`config.mk`:
```
export PLATFORM = sky130hd
export DESIGN_NAME = exec_redirect_unit_flat
export DESIGN_NICKNAME = d
export VERILOG_FILES = /design/src/rtl/exec_redirect_unit_pkg.sv /design/src/rtl/exec_redirect_unit_if.sv /design/src/rtl/exec_redirect_unit_branch_comparator.sv /design/src/rtl/exec_redirect_unit.sv /design/src/flat_wrapper.sv
export SDC_FILE = /design/constraint.sdc
export NUM_CORES = 1
export LEC_CHECK = 0
export CORE_MARGIN = 2
export CORE_UTILIZATION = 50
export DETAILED_ROUTE_END_ITERATION = 8
export GPL_ROUTABILITY_DRIVEN = 0
export PLACE_DENSITY_LB_ADDON = 0.05
export SETUP_SLACK_MARGIN = 0.3
export SYNTH_ARGS = -nofsm -noshare
export SYNTH_HDL_FRONTEND = slang
export SYNTH_HIERARCHICAL = 1
export SYNTH_SLANG_ARGS = --single-unit
```
`constraint.sdc`:
```
create_clock -name clk -period 2 [get_ports clk]
set_input_delay 0.6 -clock clk [delete_from_list [all_inputs] [get_ports clk]]
set_output_delay 0.6 -clock clk [all_outputs]
set_load 0.02 [all_outputs]
```
`src/rtl/exec_redirect_unit_pkg.sv`:
```
// Shared encodings for the execute-side redirect unit: opcodes, branch fn codes,
// NOOP encoding, FSM state type and instruction field helpers.
package exec_redirect_unit_pkg;

    localparam int unsigned OP_W  = 4;
    localparam int unsigned FN_W  = 4;
    localparam int unsigned IMM_W = 16;

    localparam logic [OP_W-1:0] OP_ALUR   = 4'h0;
    localparam logic [OP_W-1:0] OP_ALUI   = 4'h1;
    localparam logic [OP_W-1:0] OP_CMPR   = 4'h2;
    localparam logic [OP_W-1:0] OP_CMPI   = 4'h3;
    localparam logic [OP_W-1:0] OP_LOAD   = 4'h4;
    localparam logic [OP_W-1:0] OP_STORE  = 4'h5;
    localparam logic [OP_W-1:0] OP_BRANCH = 4'h6;
    localparam logic [OP_W-1:0] OP_JAL    = 4'h7;
    localparam logic [OP_W-1:0] OP_NOOP   = 4'hF;

    localparam logic [FN_W-1:0] FN_F   = 4'h0;
    localparam logic [FN_W-1:0] FN_EQ  = 4'h1;
    localparam logic [FN_W-1:0] FN_LT  = 4'h2;
    localparam logic [FN_W-1:0] FN_LTE = 4'h3;
    localparam logic [FN_W-1:0] FN_T   = 4'h8;
    localparam logic [FN_W-1:0] FN_NE  = 4'h9;
    localparam logic [FN_W-1:0] FN_GTE = 4'hA;
    localparam logic [FN_W-1:0] FN_GT  = 4'hB;

    typedef enum logic {
        S_IDLE = 1'b0,
        S_HOLD = 1'b1
    } state_e;

    function automatic logic [FN_W-1:0] insn_fn(input logic [31:0] insn);
        return insn[31:28];
    endfunction

    function automatic logic [OP_W-1:0] insn_op(input logic [31:0] insn);
        return insn[27:24];
    endfunction

    function automatic logic [IMM_W-1:0] insn_imm(input logic [31:0] insn);
        return insn[15:0];
    endfunction

endpackage

```
`src/rtl/exec_redirect_unit_if.sv`:
```
// Decode-to-execute operand bus plus the redirect outputs fetch consumes.
// Stat counters exist only when BRANCH_STATS_EN is defined.
interface exec_redirect_unit_if #(
    parameter int unsigned DBITS     = 32,
    parameter int unsigned STAT_BITS = 16
);
    logic             inValid;
    logic [DBITS-1:0] instruction;
    logic [DBITS-1:0] pc;
    logic [DBITS-1:0] rs1Val;
    logic [DBITS-1:0] rs2Val;
    logic             execStageCmp;
    logic [DBITS-1:0] execStageImm;
    logic [DBITS-1:0] execStageRs1;
    logic             redirectValid;
    logic [DBITS-1:0] redirectTarget;
    logic             linkWrtEn;
    logic [DBITS-1:0] linkValue;
    logic             protoErr;
`ifdef BRANCH_STATS_EN
    logic [STAT_BITS-1:0] statTaken;
    logic [STAT_BITS-1:0] statNotTaken;

    modport master (
        output inValid, instruction, pc, rs1Val, rs2Val,
        input  execStageCmp, execStageImm, execStageRs1, redirectValid,
               redirectTarget, linkWrtEn, linkValue, protoErr, statTaken, statNotTaken
    );
    modport slave (
        input  inValid, instruction, pc, rs1Val, rs2Val,
        output execStageCmp, execStageImm, execStageRs1, redirectValid,
               redirectTarget, linkWrtEn, linkValue, protoErr, statTaken, statNotTaken
    );
`else
    modport master (
        output inValid, instruction, pc, rs1Val, rs2Val,
        input  execStageCmp, execStageImm, execStageRs1, redirectValid,
               redirectTarget, linkWrtEn, linkValue, protoErr
    );
    modport slave (
        input  inValid, instruction, pc, rs1Val, rs2Val,
        output execStageCmp, execStageImm, execStageRs1, redirectValid,
               redirectTarget, linkWrtEn, linkValue, protoErr
    );
`endif
endinterface

```
`src/rtl/exec_redirect_unit_branch_comparator.sv`:
```
// Signed branch condition evaluation; flags fn codes that have no defined compare.
module branch_comparator
    import exec_redirect_unit_pkg::*;
#(
    parameter int unsigned DBITS = 32
) (
    input  logic [FN_W-1:0]  fn,
    input  logic [DBITS-1:0] rs1,
    input  logic [DBITS-1:0] rs2,
    output logic             cmp_c,
    output logic             fn_ok_c
);

    always_comb begin
        cmp_c   = 1'b0;
        fn_ok_c = 1'b1;
        case (fn)
            FN_F:    cmp_c = 1'b0;
            FN_EQ:   cmp_c = (rs1 == rs2);
            FN_LT:   cmp_c = ($signed(rs1) <  $signed(rs2));
            FN_LTE:  cmp_c = ($signed(rs1) <= $signed(rs2));
            FN_T:    cmp_c = 1'b1;
            FN_NE:   cmp_c = (rs1 != rs2);
            FN_GTE:  cmp_c = ($signed(rs1) >= $signed(rs2));
            FN_GT:   cmp_c = ($signed(rs1) >  $signed(rs2));
            default: fn_ok_c = 1'b0;
        endcase
    end

endmodule

```
`src/rtl/exec_redirect_unit.sv`:
```
// Execute-side branch/JAL resolver driving the fetch redirect interface.
// Optional BRANCH_STATS_EN adds saturating taken/not-taken counters.
module exec_redirect_unit
    import exec_redirect_unit_pkg::*;
#(
    parameter int unsigned DBITS       = 32,
    parameter int unsigned HOLD_CYCLES = 2,
    parameter int unsigned STAT_BITS   = 16
) (
    input logic               clk,
    input logic               reset,
    exec_redirect_unit_if.slave bus
);

    localparam int unsigned      CNT_W    = (HOLD_CYCLES > 1) ? $clog2(HOLD_CYCLES) : 1;
    localparam logic [CNT_W-1:0] CNT_INIT = CNT_W'(HOLD_CYCLES - 1);

    state_e           state;
    logic [CNT_W-1:0] hold_cnt;

    logic [OP_W-1:0]  op;
    logic [FN_W-1:0]  fn;
    logic [DBITS-1:0] imm_sext;
    logic [DBITS-1:0] offset;
    logic [DBITS-1:0] pc4;
    logic             cmp_c;
    logic             fn_ok_c;
    logic             accept;
    logic             is_br;
    logic             is_jal;
    logic             hold_violation;
    logic             taken;
    logic             unused_fields;

    assign op       = insn_op(bus.instruction[31:0]);
    assign fn       = insn_fn(bus.instruction[31:0]);
    assign imm_sext = {{(DBITS-IMM_W){bus.instruction[IMM_W-1]}}, insn_imm(bus.instruction[31:0])};
    assign offset   = imm_sext << 2;
    assign pc4      = bus.pc + DBITS'(4);
    assign is_br    = (op == OP_BRANCH);
    assign is_jal   = (op == OP_JAL);
    assign taken    = is_jal | cmp_c;
    assign unused_fields = ^bus.instruction[23:16];

    // A new instruction is taken in IDLE or on the final HOLD cycle (back-to-back).
    assign accept         = bus.inValid && ((state == S_IDLE) || (hold_cnt == '0));
    assign hold_violation = bus.inValid && !accept && (op != OP_NOOP);

    branch_comparator #(.DBITS(DBITS)) u_cmp (
        .fn      (fn),
        .rs1     (bus.rs1Val),
        .rs2     (bus.rs2Val),
        .cmp_c   (cmp_c),
        .fn_ok_c (fn_ok_c)
    );

    // Redirect outputs are captured only when HOLD is entered and held afterwards.
    always_ff @(posedge clk or negedge reset) begin
        if (!reset) begin
            state              <= S_IDLE;
            hold_cnt           <= '0;
            bus.execStageCmp   <= 1'b0;
            bus.execStageImm   <= '0;
            bus.execStageRs1   <= '0;
            bus.redirectValid  <= 1'b0;
            bus.redirectTarget <= '0;
            bus.linkWrtEn      <= 1'b0;
            bus.linkValue      <= '0;
            bus.protoErr       <= 1'b0;
`ifdef BRANCH_STATS_EN
            bus.statTaken      <= '0;
            bus.statNotTaken   <= '0;
`endif
        end else begin
            bus.linkWrtEn <= 1'b0;
            if (hold_violation) begin
                bus.protoErr <= 1'b1;
            end
            if (accept && (is_br || is_jal)) begin
                state              <= S_HOLD;
                hold_cnt           <= CNT_INIT;
                bus.redirectValid  <= 1'b1;
                bus.execStageCmp   <= taken;
                bus.execStageImm   <= imm_sext;
                bus.execStageRs1   <= bus.rs1Val;
                bus.redirectTarget <= is_jal ? (bus.rs1Val + offset)
                                             : (cmp_c ? (pc4 + offset) : pc4);
                if (is_jal) begin
                    bus.linkWrtEn <= 1'b1;
                    bus.linkValue <= pc4;
                end
                if (is_br && !fn_ok_c) begin
                    bus.protoErr <= 1'b1;
                end
`ifdef BRANCH_STATS_EN
                if (taken && (bus.statTaken != '1)) begin
                    bus.statTaken <= bus.statTaken + STAT_BITS'(1);
                end
                if (!taken && (bus.statNotTaken != '1)) begin
                    bus.statNotTaken <= bus.statNotTaken + STAT_BITS'(1);
                end
`endif
            end else if (state == S_HOLD) begin
                if (hold_cnt == '0) begin
                    state             <= S_IDLE;
                    bus.redirectValid <= 1'b0;
                end else begin
                    hold_cnt <= hold_cnt - CNT_W'(1);
                end
            end
        end
    end

endmodule

```
`src/flat_wrapper.sv`:
```
// flat-port wrapper written by rule: the top's interface ports become plain ports
module exec_redirect_unit_flat import exec_redirect_unit_pkg::*;
#(
    parameter int unsigned DBITS       = 32,
    parameter int unsigned HOLD_CYCLES = 2,
    parameter int unsigned STAT_BITS   = 16
)
  (clk, reset, bus_inValid, bus_instruction, bus_pc, bus_rs1Val, bus_rs2Val, bus_execStageCmp, bus_execStageImm, bus_execStageRs1, bus_redirectValid, bus_redirectTarget, bus_linkWrtEn, bus_linkValue, bus_protoErr);
  exec_redirect_unit_if #(.DBITS(DBITS), .STAT_BITS(STAT_BITS)) bus_i ();
  input logic clk;
  input logic reset;
  input wire logic [$bits(bus_i.inValid)-1:0] bus_inValid;
  input wire logic [$bits(bus_i.instruction)-1:0] bus_instruction;
  input wire logic [$bits(bus_i.pc)-1:0] bus_pc;
  input wire logic [$bits(bus_i.rs1Val)-1:0] bus_rs1Val;
  input wire logic [$bits(bus_i.rs2Val)-1:0] bus_rs2Val;
  output wire logic [$bits(bus_i.execStageCmp)-1:0] bus_execStageCmp;
  output wire logic [$bits(bus_i.execStageImm)-1:0] bus_execStageImm;
  output wire logic [$bits(bus_i.execStageRs1)-1:0] bus_execStageRs1;
  output wire logic [$bits(bus_i.redirectValid)-1:0] bus_redirectValid;
  output wire logic [$bits(bus_i.redirectTarget)-1:0] bus_redirectTarget;
  output wire logic [$bits(bus_i.linkWrtEn)-1:0] bus_linkWrtEn;
  output wire logic [$bits(bus_i.linkValue)-1:0] bus_linkValue;
  output wire logic [$bits(bus_i.protoErr)-1:0] bus_protoErr;
  assign bus_i.inValid = bus_inValid;
  assign bus_i.instruction = bus_instruction;
  assign bus_i.pc = bus_pc;
  assign bus_i.rs1Val = bus_rs1Val;
  assign bus_i.rs2Val = bus_rs2Val;
  assign bus_execStageCmp = bus_i.execStageCmp;
  assign bus_execStageImm = bus_i.execStageImm;
  assign bus_execStageRs1 = bus_i.execStageRs1;
  assign bus_redirectValid = bus_i.redirectValid;
  assign bus_redirectTarget = bus_i.redirectTarget;
  assign bus_linkWrtEn = bus_i.linkWrtEn;
  assign bus_linkValue = bus_i.linkValue;
  assign bus_protoErr = bus_i.protoErr;
  exec_redirect_unit #(.DBITS(DBITS), .HOLD_CYCLES(HOLD_CYCLES), .STAT_BITS(STAT_BITS)) u_core (.clk(clk), .reset(reset), .bus(bus_i));
endmodule
```
==> flow_results.xml, run 1 <==
<?xml version="1.0" encoding="UTF-8"?>
<metrics>
  <group name="floorplan">
    <metric name="num_rows" unit="">50</metric>
    <metric name="floorplan.initialDensity" unit="">0.510</metric>
    <metric name="dieHeight" unit="um">142</metric>
    <metric name="pin_count" unit="">263</metric>
    <metric name="die-width" unit="um">142</metric>
  </group>
  <group name="yosys">
    <metric name="async_flop_share" unit="">1.00</metric>
    <metric name="avgSynthCellArea" unit="um2">7.86</metric>
    <metric name="synthCells" unit="">1217</metric>
    <metric name="synth.net_count" unit="">1447</metric>
    <metric name="dominantRegCellSynth" unit="">sky130_fd_sc_hd__dfrtp_1</metric>
    <metric name="ys_warn_count" unit="">6</metric>
    <metric name="postSynthRegisterBits" unit="">118</metric>
    <metric name="synth_edf_count" unit="">0</metric>
    <metric name="synth.lib_cells_used.distinct" unit="">73</metric>
    <metric name="syn_area" unit="um2">9570</metric>
    <metric name="synth_sequential_area_ratio" unit="">0.309</metric>
  </group>
  <group name="cts">
    <metric name="cts.sink_count" unit="">118</metric>
    <metric name="clockBufferDepth" unit="">2</metric>
    <metric name="h_tree_depth" unit="">4</metric>
    <metric name="root_buffer" unit="">sky130_fd_sc_hd__clkbuf_16</metric>
    <metric name="tritoncts.num_buffers" unit="">17</metric>
    <metric name="cts_hold_buffers" unit="">0</metric>
  </group>
  <group name="grt">
    <metric name="grt_ovf" unit="">135</metric>
    <metric name="grt_max_degree" unit="">76</metric>
    <metric name="grtUsageTotal" unit="">0.744</metric>
  </group>
  <group name="status">
    <metric name="last-stage-reached" unit="">global routing (5_1_grt)</metric>
    <metric name="stop_error" unit="">[ERROR GRT-0232] Routing congestion too high. Check the congestion heatmap in the GUI.</metric>
    <metric name="result_of_the_run" unit="">aborted with a tool error</metric>
  </group>
  <group name="place">
    <metric name="hpwlAfterDp" unit="mm">26.9</metric>
    <metric name="placedInstanceArea" unit="um2">15100</metric>
    <metric name="port-buffer-count" unit="">254</metric>
  </group>
  <group name="sta">
    <metric name="grt-worst-endpoint" unit="">u_core/bus.redirectTarget[31]$_DFFE_PN0P_/D</metric>
    <metric name="worstEndpointType" unit="">sequential cell input</metric>
  </group>
</metrics>
[logic make-up after synthesis]
family                     share of synthesized area
buffers and inverters                         0.0545
and+or+nand+nor                                0.226
adders and majority gates                      0.131
AOI/OAI and AO/OA                              0.208
muxes                                        0.00641
xor gates and xnor gates                      0.0659
DFF                                            0.309
[routing by layer]
layer / GRT overflow / global-route usage
met1: 0 / 0.721
met2: 72 / 0.949
met3: 1 / 0.543
met4: 61 / 0.806
met5: 1 / 0.175
[Yosys cell counts (3+ instances only)]
| master | number | area, um2 |
|---|---|---|
| sky130_fd_sc_hd__a31oi_1 | 12 | 75.1 |
| sky130_fd_sc_hd__o21ai_0 | 70 | 350 |
| sky130_fd_sc_hd__a21o_1 | 33 | 248 |
| sky130_fd_sc_hd__o21ai_1 | 12 | 60.1 |
| sky130_fd_sc_hd__o21bai_1 | 8 | 60.1 |
| sky130_fd_sc_hd__nor2_1 | 76 | 285 |
| sky130_fd_sc_hd__o22ai_1 | 5 | 31.3 |
| sky130_fd_sc_hd__nand2_1 | 302 | 1130 |
| sky130_fd_sc_hd__inv_1 | 61 | 229 |
| sky130_fd_sc_hd__a21oi_2 | 7 | 61.3 |
| sky130_fd_sc_hd__buf_1 | 5 | 18.8 |
| sky130_fd_sc_hd__mux2i_1 | 5 | 50.1 |
| sky130_fd_sc_hd__nand4_1 | 17 | 106 |
| sky130_fd_sc_hd__nor3_1 | 12 | 60.1 |
| sky130_fd_sc_hd__clkbuf_1 | 40 | 150 |
| sky130_fd_sc_hd__xor2_1 | 35 | 307 |
| sky130_fd_sc_hd__nand3_1 | 32 | 160 |
| sky130_fd_sc_hd__a21oi_1 | 80 | 400 |
| sky130_fd_sc_hd__buf_4 | 16 | 120 |
| sky130_fd_sc_hd__a211oi_1 | 19 | 143 |
| sky130_fd_sc_hd__nand2b_1 | 10 | 62.6 |
| sky130_fd_sc_hd__a221o_1 | 5 | 50.1 |
| sky130_fd_sc_hd__a221oi_1 | 3 | 26.3 |
| sky130_fd_sc_hd__a22oi_1 | 4 | 30.0 |
| sky130_fd_sc_hd__xnor2_1 | 37 | 324 |
| sky130_fd_sc_hd__nor4_1 | 4 | 25.0 |
| sky130_fd_sc_hd__a211oi_2 | 3 | 37.5 |
| sky130_fd_sc_hd__a211o_1 | 3 | 26.3 |
| sky130_fd_sc_hd__o21a_1 | 4 | 30.0 |
| sky130_fd_sc_hd__and3_1 | 12 | 75.1 |
| sky130_fd_sc_hd__o211ai_1 | 11 | 82.6 |
| sky130_fd_sc_hd__ha_1 | 97 | 1210 |
| sky130_fd_sc_hd__nor2b_1 | 6 | 37.5 |
| sky130_fd_sc_hd__dfrtp_1 | 118 | 2950 |
[what timing repair did]
action                     CTS
cloned                       7
pin swaps                  149
setup endpoints to repair  244
setup buffers               62
resized for setup          942
[stage by stage]
step	TNS, ns	worst slack [ns]	instances	util	hold WS [ns]
after floorplan	-30.79	-1.26	1217	-	0.304
after global placement	-86.64	-2.06	1959	0.802	0.445
after detailed placement	-91.98	-2.20	1959	0.802	0.462
after CTS	-30.49	-1.18	2060	0.931	0.195
==> run 2, diff against run 1 <==
Settings changed: CORE_UTILIZATION 50 to 40, PLACE_DENSITY_LB_ADDON 0.05 to 0.15, SETUP_SLACK_MARGIN 0.3 to default.
==> flow_results.xml, run 2 <==
<?xml version="1.0" encoding="UTF-8"?>
<metrics>
  <group name="status">
    <metric name="result_of_the_run" unit="">complete, but fails checks</metric>
    <metric name="violations_in_the_final_reports" unit="">setup timing</metric>
  </group>
  <group name="critical_path">
    <metric name="worst_path_max_delay_cell" unit="">sky130_fd_sc_hd__a2111o_1</metric>
    <metric name="slowest_delay" unit="ns">0.43</metric>
    <metric name="crit_buf_inv" unit="">4</metric>
    <metric name="worstPathRequired" unit="ns">2.31</metric>
    <metric name="criticalPathCategory" unit="">input port to flop</metric>
    <metric name="crit_path_dat" unit="ns">3.54</metric>
    <metric name="critical_path_peak_fanout" unit="">3</metric>
    <metric name="startpoint_type" unit="">input port</metric>
    <metric name="worstPathCellList" unit="">buf_8 -&gt; buf_6 -&gt; and3_4 -&gt; nand3_4 -&gt; nor2_4 -&gt; and3_4 -&gt; xnor2_4 -&gt; inv_2 -&gt; ha_4 -&gt; a2111o_1 -&gt; nor4_4 -&gt; buf_4 -&gt; o31a_1 -&gt; nor2_2 -&gt; a21oi_2 -&gt; xor2_1 -&gt; a211oi_1 -&gt; a221o_1</metric>
    <metric name="path_delay_family" unit="">compound AO/OA/AOI/OAI gates</metric>
    <metric name="worstSetupEndpointType" unit="">flop</metric>
    <metric name="most_numerous_cell_on_the_critical_path" unit="">sky130_fd_sc_hd__and3_4</metric>
  </group>
  <group name="sta">
    <metric name="drv_slew" unit="">0</metric>
    <metric name="slew-limit-headroom" unit="">0.672</metric>
    <metric name="period_needed" unit="ns">3.23</metric>
    <metric name="grt_setup_unrepaired" unit="">yes</metric>
    <metric name="ratio_of_final_minimum_period_to_clock_period" unit="">1.62</metric>
    <metric name="worst-slew-pin-transition" unit="ns">0.492</metric>
    <metric name="timing.fmax" unit="GHz">0.309</metric>
    <metric name="report.final.hold_viol_count" unit="">0</metric>
    <metric name="timing.clock.skew" unit="ns">0.0123</metric>
    <metric name="setup_violations" unit="">32</metric>
    <metric name="timing.final.ws_setup" unit="ns">-1.23</metric>
  </group>
  <group name="yosys">
    <metric name="ys_warn_count" unit="">6</metric>
    <metric name="avgSynthCellArea" unit="um2">7.86</metric>
    <metric name="synth.net_count" unit="">1447</metric>
    <metric name="async_flop_share" unit="">1.00</metric>
    <metric name="synthCells" unit="">1217</metric>
    <metric name="dominantRegCellSynth" unit="">sky130_fd_sc_hd__dfrtp_1</metric>
    <metric name="syn_area" unit="um2">9570</metric>
    <metric name="yosys.area.top_type" unit="">sky130_fd_sc_hd__dfrtp_1</metric>
    <metric name="synth.top_cells.by_area" unit="">sky130_fd_sc_hd__dfrtp_1 31%, sky130_fd_sc_hd__ha_1 13%, sky130_fd_sc_hd__nand2_1 12%, sky130_fd_sc_hd__a21oi_1 4.2%, sky130_fd_sc_hd__o21ai_0 3.7%</metric>
    <metric name="synth_edf_count" unit="">0</metric>
    <metric name="synth.lib_cells_used.distinct" unit="">73</metric>
    <metric name="yosysTopAreaCellShare" unit="">0.309</metric>
    <metric name="synth_common_cells" unit="">302 x sky130_fd_sc_hd__nand2_1, 118 x sky130_fd_sc_hd__dfrtp_1, 97 x sky130_fd_sc_hd__ha_1</metric>
    <metric name="yosysMostFrequentCell" unit="">sky130_fd_sc_hd__nand2_1</metric>
    <metric name="synth_sequential_area_ratio" unit="">0.309</metric>
    <metric name="postSynthRegisterBits" unit="">118</metric>
  </group>
  <group name="hold_path">
    <metric name="hp-class" unit="">flop to flop</metric>
  </group>
  <group name="floorplan">
    <metric name="pin_count" unit="">263</metric>
    <metric name="die_area" unit="um2">25200</metric>
    <metric name="floorplan.core_area" unit="um2">23500</metric>
    <metric name="num_rows" unit="">56</metric>
    <metric name="floorplan.initialDensity" unit="">0.408</metric>
    <metric name="die-width" unit="um">159</metric>
    <metric name="dieHeight" unit="um">159</metric>
  </group>
  <group name="route">
    <metric name="number_of_design_rule_violations_left_after_detail_routing" unit="">0</metric>
    <metric name="drt_first_iter_violations" unit="">619</metric>
    <metric name="routed-via-count" unit="">11300</metric>
    <metric name="detail_route.wl_per_cell" unit="um">18.2</metric>
    <metric name="drt-vias-per-instance" unit="">5.36</metric>
    <metric name="final_antenna_net_count" unit="">0</metric>
    <metric name="routed_wl" unit="mm">38.6</metric>
    <metric name="detailedRoute.firstPassIterationCount" unit="">7</metric>
  </group>
  <group name="cts">
    <metric name="cts.sink_count" unit="">118</metric>
    <metric name="tritoncts.num_buffers" unit="">17</metric>
    <metric name="cts_tree" unit="">built</metric>
    <metric name="h_tree_depth" unit="">4</metric>
    <metric name="clockBufferDepth" unit="">2</metric>
    <metric name="clk_pin_slew" unit="ns">0.06</metric>
    <metric name="worst_skew_pair.late_latency" unit="ns">0.43</metric>
    <metric name="root_buffer" unit="">sky130_fd_sc_hd__clkbuf_16</metric>
  </group>
  <group name="cells_and_area">
    <metric name="layout-area-overhead-vs-synth" unit="%">81.9</metric>
    <metric name="drive_above_1_share" unit="">0.385</metric>
    <metric name="fin_nets" unit="">2016</metric>
    <metric name="layout_top_registers" unit="">u_core/bus.execStageRs1: 32 flops, u_core/bus.linkValue: 32 flops, u_core/bus.redirectTarget: 32 flops</metric>
    <metric name="final.fill_count" unit="">1732</metric>
    <metric name="n_antenna_cell" unit="">0</metric>
    <metric name="most_frequent_cells_in_the_layout" unit="">324 x sky130_fd_sc_hd__buf_4, 290 x sky130_fd_sc_hd__nand2_1, 118 x sky130_fd_sc_hd__dfrtp_1</metric>
    <metric name="fin_area" unit="um2">17400</metric>
    <metric name="leading_cell_type_in_the_layout_fill_and_taps_excluded" unit="">sky130_fd_sc_hd__buf_4</metric>
  </group>
  <group name="grt">
    <metric name="grt_pass1_vias" unit="">11100</metric>
    <metric name="wire_length_of_the_first_global_routing_pass" unit="mm">54.5</metric>
    <metric name="grt_max_degree" unit="">76</metric>
    <metric name="grtUsageTotal" unit="">0.278</metric>
    <metric name="number_of_antenna_violations_at_the_first_check_in_global_routing" unit="">0</metric>
    <metric name="grt_ovf" unit="">0</metric>
  </group>
  <group name="place">
    <metric name="pre_cts_ws" unit="ns">-2.26</metric>
    <metric name="port-buffer-count" unit="">254</metric>
    <metric name="placedInstanceArea" unit="um2">15100</metric>
    <metric name="hpwlAfterDp" unit="mm">27.7</metric>
  </group>
  <group name="job">
    <metric name="drv.max_cap_violation_count" unit="">0</metric>
  </group>
  <group name="power_and_ir_drop">
    <metric name="vdd_ir_drop_max" unit="V">0.000600</metric>
    <metric name="leakagePower" unit="nW">9.01</metric>
    <metric name="power_density" unit="nW/um2">674</metric>
  </group>
</metrics>
[run 2: cell counts after synthesis]
No cell type changed its count.
[run 2: layout make-up]
cell class | count | area (um2) | area share
clock buffer | 18 | 439 | 0.0252
clock inverter | 14 | 129 | 0.00741
inverter | 62 | 258 | 0.0148
multi-input combinational | 976 | 7740 | 0.445
sequential | 118 | 2950 | 0.170
tap | 319 | 399 | 0.0229
timing repair buffer | 611 | 5480 | 0.315
[run 2: worst reg2reg max path, cell delays in order, from the launching register on]
cell                       delay (ns)
sky130_fd_sc_hd__dfrtp_1         0.44
sky130_fd_sc_hd__a21oi_4         0.25
sky130_fd_sc_hd__nand2_1         0.28
sky130_fd_sc_hd__buf_4           0.26
sky130_fd_sc_hd__o311ai_2        0.28
sky130_fd_sc_hd__a211o_1         0.14
[run 2: worst paths after layout]
kind,from,end,slack [ns],cells past startpoint
max,bus_pc[2],u_core/bus.redirectTarget[29]$_DFFE_PN0P_,-1.23,18
min,u_core/bus.protoErr$_DFF_PN0_,u_core/bus.protoErr$_DFF_PN0_,0.47,1
max reg2reg,u_core/hold_cnt$_DFFE_PN0P_,u_core/bus.redirectTarget[28]$_DFFE_PN0P_,0.29,5
min reg2reg,u_core/bus.protoErr$_DFF_PN0_,u_core/bus.protoErr$_DFF_PN0_,0.47,1
max in group asynchronous,reset,u_core/bus.redirectTarget[30]$_DFFE_PN0P_,0.78,3
min in group asynchronous,reset,u_core/bus.linkValue[8]$_DFFE_PN0P_,0.52,2
[run 2: cell families after synthesis]
| kind of cell | Yosys count | synth area share |
|---|---|---|
| AOI/OAI and AO/OA | 305 | 0.208 |
| xor gates and xnor gates | 72 | 0.0659 |
| adders and majority gates | 99 | 0.131 |
| buffers and inverters | 123 | 0.0545 |
| DFF | 118 | 0.309 |
| muxes | 6 | 0.00641 |
| and+or+nand+nor | 494 | 0.226 |
[run 2: repair_timing]
item / CTS / global route
resized for setup: 198 / 344
hold buffers: 1 / 0
pin swaps: 55 / 122
cloned: 0 / 5
endpoints found under the setup margin: 137 / 80
setup buffers: 12 / 23
endpoints found under the hold margin: 5 / 0
[run 2: through the flow]
stage / std cells / hold slack [ns] / setup TNS (ns) / utilization / power [mW]
3_5_place_dp: 2047 / 0.431 / -98.01 / 0.644 / 8.44
2_1_floorplan: 1217 / 0.304 / -30.75 / - / 5.81
5_1_grt: 2118 / 0.468 / -35.37 / 0.741 / 12.3
3_3_place_gp: 2047 / 0.431 / -92.97 / 0.644 / 8.35
4_1_cts: 2092 / 0.462 / -38.74 / 0.681 / 11.3
6_report: 2118 / 0.465 / -32.10 / 0.741 / 11.7
[run 2: power breakdown]
| group | internal [mW] | switching, mW |
|---|---|---|
| Sequential | 2.91 | 0.331 |
| Clock | 1.75 | 1.31 |
| Combinational | 2.53 | 2.89 |
| Total | 7.20 | 4.54 |
[run 2: per-layer routing]
metal / global-route usage / wire, um / share of wire
met2: 0.499 / 19800 / 0.51
met5: 0 / 0 / 0
met3: 0.0520 / 2150 / 0.056
met1: 0.323 / 14800 / 0.38
met4: 0.120 / 1910 / 0.050
No activity file was read; power rests on OpenSTA's default activity.
==> run 3, diff against run 2 <==
==> constraint.sdc (replaced) <==
create_clock -name clk -period 2 [get_ports clk]
set_input_delay 0.3 -clock clk [delete_from_list [all_inputs] [get_ports clk]]
set_output_delay 0.3 -clock clk [all_outputs]
set_load 0.1 [all_outputs]
==> flow_results.xml, run 3 (synthesis gave the netlist of run 2 again) <==
<?xml version="1.0" encoding="UTF-8"?>
<metrics>
  <group name="route">
    <metric name="routed_wl" unit="mm">37.4</metric>
    <metric name="detailedRoute.firstPassIterationCount" unit="">5</metric>
    <metric name="number_of_design_rule_violations_left_after_detail_routing" unit="">0</metric>
    <metric name="routed-via-count" unit="">11200</metric>
    <metric name="detail_route.wl_per_cell" unit="um">17.6</metric>
    <metric name="drt-vias-per-instance" unit="">5.27</metric>
    <metric name="final_antenna_net_count" unit="">0</metric>
    <metric name="met2_wirelength_from_detailed_routing" unit="mm">19.1</metric>
    <metric name="top_layer_used" unit="">met4</metric>
    <metric name="routedLengthMet1" unit="mm">14.6</metric>
    <metric name="met3WireLength" unit="mm">2.08</metric>
    <metric name="drt_first_iter_violations" unit="">557</metric>
  </group>
  <group name="sta">
    <metric name="ratio_of_final_minimum_period_to_clock_period" unit="">1.44</metric>
    <metric name="report.final.hold_viol_count" unit="">0</metric>
    <metric name="timing.final.ws_setup" unit="ns">-0.870</metric>
    <metric name="grt_setup_unrepaired" unit="">yes</metric>
    <metric name="slew-limit-headroom" unit="">0.604</metric>
    <metric name="timing.clock.skew" unit="ns">0.00700</metric>
    <metric name="worst-slew-pin-transition" unit="ns">0.594</metric>
    <metric name="setup_tns" unit="ns">-21.62</metric>
    <metric name="drv_slew" unit="">0</metric>
    <metric name="period_needed" unit="ns">2.87</metric>
    <metric name="timing.fmax" unit="GHz">0.348</metric>
    <metric name="setup_violations" unit="">31</metric>
  </group>
  <group name="critical_path">
    <metric name="startpoint_type" unit="">input port</metric>
    <metric name="critical_path_peak_fanout" unit="">3</metric>
    <metric name="crit_path_dat" unit="ns">3.23</metric>
    <metric name="criticalPathCategory" unit="">input port to flop</metric>
    <metric name="worstPathRequired" unit="ns">2.36</metric>
    <metric name="worstSetupEndpointType" unit="">flop</metric>
  </group>
  <group name="power_and_ir_drop">
    <metric name="vdd_ir_drop_max" unit="V">0.000880</metric>
    <metric name="power_density" unit="nW/um2">921</metric>
    <metric name="fin_total_pwr" unit="mW">15.8</metric>
    <metric name="leakagePower" unit="nW">8.47</metric>
  </group>
  <group name="grt">
    <metric name="grt_max_degree" unit="">67</metric>
    <metric name="wire_length_of_the_first_global_routing_pass" unit="mm">54.9</metric>
    <metric name="grtUsageTotal" unit="">0.280</metric>
    <metric name="number_of_antenna_violations_at_the_first_check_in_global_routing" unit="">0</metric>
    <metric name="grt_pass1_vias" unit="">10900</metric>
    <metric name="grt_ovf" unit="">0</metric>
  </group>
  <group name="floorplan">
    <metric name="floorplan.initialDensity" unit="">0.408</metric>
    <metric name="die_area" unit="um2">25200</metric>
    <metric name="floorplan.core_area" unit="um2">23500</metric>
    <metric name="pin_count" unit="">263</metric>
    <metric name="dieHeight" unit="um">159</metric>
    <metric name="die-width" unit="um">159</metric>
    <metric name="num_rows" unit="">56</metric>
  </group>
  <group name="place">
    <metric name="hpwlAfterDp" unit="mm">27.7</metric>
    <metric name="placedInstanceArea" unit="um2">15000</metric>
    <metric name="port-buffer-count" unit="">254</metric>
  </group>
  <group name="cells_and_area">
    <metric name="drive_above_1_share" unit="">0.457</metric>
    <metric name="layout-area-overhead-vs-synth" unit="%">79.8</metric>
    <metric name="layout_top_registers" unit="">u_core/bus.execStageRs1: 32 flops, u_core/bus.linkValue: 32 flops, u_core/bus.redirectTarget: 32 flops</metric>
    <metric name="leading_cell_type_in_the_layout_fill_and_taps_excluded" unit="">sky130_fd_sc_hd__buf_4</metric>
    <metric name="fin_nets" unit="">2019</metric>
    <metric name="n_antenna_cell" unit="">0</metric>
    <metric name="fin_area" unit="um2">17200</metric>
    <metric name="most_frequent_cells_in_the_layout" unit="">445 x sky130_fd_sc_hd__buf_4, 292 x sky130_fd_sc_hd__nand2_1, 118 x sky130_fd_sc_hd__dfrtp_1</metric>
  </group>
  <group name="cts">
    <metric name="tritoncts.num_buffers" unit="">17</metric>
    <metric name="worst_skew_pair.late_latency" unit="ns">0.43</metric>
    <metric name="cts_tree" unit="">built</metric>
    <metric name="root_buffer" unit="">sky130_fd_sc_hd__clkbuf_16</metric>
    <metric name="cts.sink_count" unit="">118</metric>
    <metric name="clockBufferDepth" unit="">2</metric>
    <metric name="h_tree_depth" unit="">4</metric>
    <metric name="clk_pin_slew" unit="ns">0.06</metric>
  </group>
  <group name="hold_path">
    <metric name="hp-class" unit="">input port to flop</metric>
  </group>
  <group name="status">
    <metric name="result_of_the_run" unit="">complete, but fails checks</metric>
    <metric name="violations_in_the_final_reports" unit="">setup timing</metric>
  </group>
  <group name="job">
    <metric name="drv.max_cap_violation_count" unit="">0</metric>
  </group>
</metrics>
==> run 3: cell types whose count changed in the layout (fill, tap and decap cells not counted), sizes merged, moves of 3 or more <==
cell           change
dlygate4sd2       -87
clkbuf            +11
dlymetal6s2s      -55
clkdlybuf4s50      -9
buf              +153
inv                -3
clkdlybuf4s15      -4
clkinvlp           -4
==> run 3: critical path: stages <==
cell                       delay, ns
sky130_fd_sc_hd__clkbuf_2       0.09
sky130_fd_sc_hd__nand4_1        0.21
sky130_fd_sc_hd__nor2_2         0.24
sky130_fd_sc_hd__buf_4          0.17
sky130_fd_sc_hd__nand2_1        0.09
sky130_fd_sc_hd__xnor2_2        0.17
sky130_fd_sc_hd__ha_4           0.30
sky130_fd_sc_hd__o21ai_0        0.10
sky130_fd_sc_hd__a211oi_2       0.31
sky130_fd_sc_hd__nand2_1        0.11
sky130_fd_sc_hd__o31a_1         0.33
sky130_fd_sc_hd__nor2_2         0.14
sky130_fd_sc_hd__a21oi_2        0.08
sky130_fd_sc_hd__xor2_1         0.14
sky130_fd_sc_hd__a211oi_1       0.30
sky130_fd_sc_hd__a221o_1        0.17
==> run 3: cell type report <==
class,instances,area (um2)
Multi-Input combinational cell,976,7600
Fill cell,1718,6260
Timing Repair Buffer,614,5390
Sequential cell,118,2950
Clock buffer,24,482
Tap cell,319,399
Inverter,62,268
Clock inverter,8,121
==> run 3: layer usage <==
layer | up-vias | track usage
li1 | 5370 | -
met1 | 5325 | 0.330
met2 | 394 | 0.498
met3 | 95 | 0.0528
met4 | 0 | 0.118
met5 | - | 0
==> run 3: worst paths after layout <==
check                           cells past startpoint                                        end                     startpoint  slack, ns
worst max-delay path                               16  u_core/bus.redirectTarget[29]$_DFFE_PN0P_                      bus_pc[8]      -0.87
worst min-delay path                                4     u_core/bus.execStageRs1[9]$_DFFE_PN0P_                  bus_rs1Val[9]       0.17
worst max register to register                      5  u_core/bus.redirectTarget[26]$_DFFE_PN0P_    u_core/hold_cnt$_DFFE_PN0P_       0.35
worst min register to register                      1              u_core/bus.protoErr$_DFF_PN0_  u_core/bus.protoErr$_DFF_PN0_       0.46
max in group asynchronous                           3    u_core/bus.execStageRs1[21]$_DFFE_PN0P_                          reset       1.22
min in group asynchronous                           3        u_core/bus.linkValue[5]$_DFFE_PN0P_                          reset       0.41
==> run 3: per-stage QoR <==
stage	setup WS (ns)	hold slack [ns]	instances	util
6_report	-0.870	0.173	2121	0.733
5_1_grt	-0.990	0.177	2121	0.733
3_5_place_dp	-1.83	0.335	2047	0.640
2_1_floorplan	-0.964	0.00441	1217	-
4_1_cts	-1.06	0.215	2090	0.680
3_3_place_gp	-1.75	0.329	2047	0.640
==> run 3: power breakdown <==
group	total (mW)	leakage, nW	internal, mW	switching (mW)
Clock	3.25	0.294	2.06	1.19
Combinational	9.33	6.71	2.80	6.52
Sequential	3.27	1.46	2.91	0.352
==> run 3: what timing repair did <==
action / CTS / global route
setup endpoints to repair: 36 / 33
buffers inserted: 10 / 27
hold buffers: 1 / 0
pin swaps: 36 / 122
resized for setup: 100 / 359
gates cloned: 0 / 5
endpoints found under the hold margin: 118 / 0
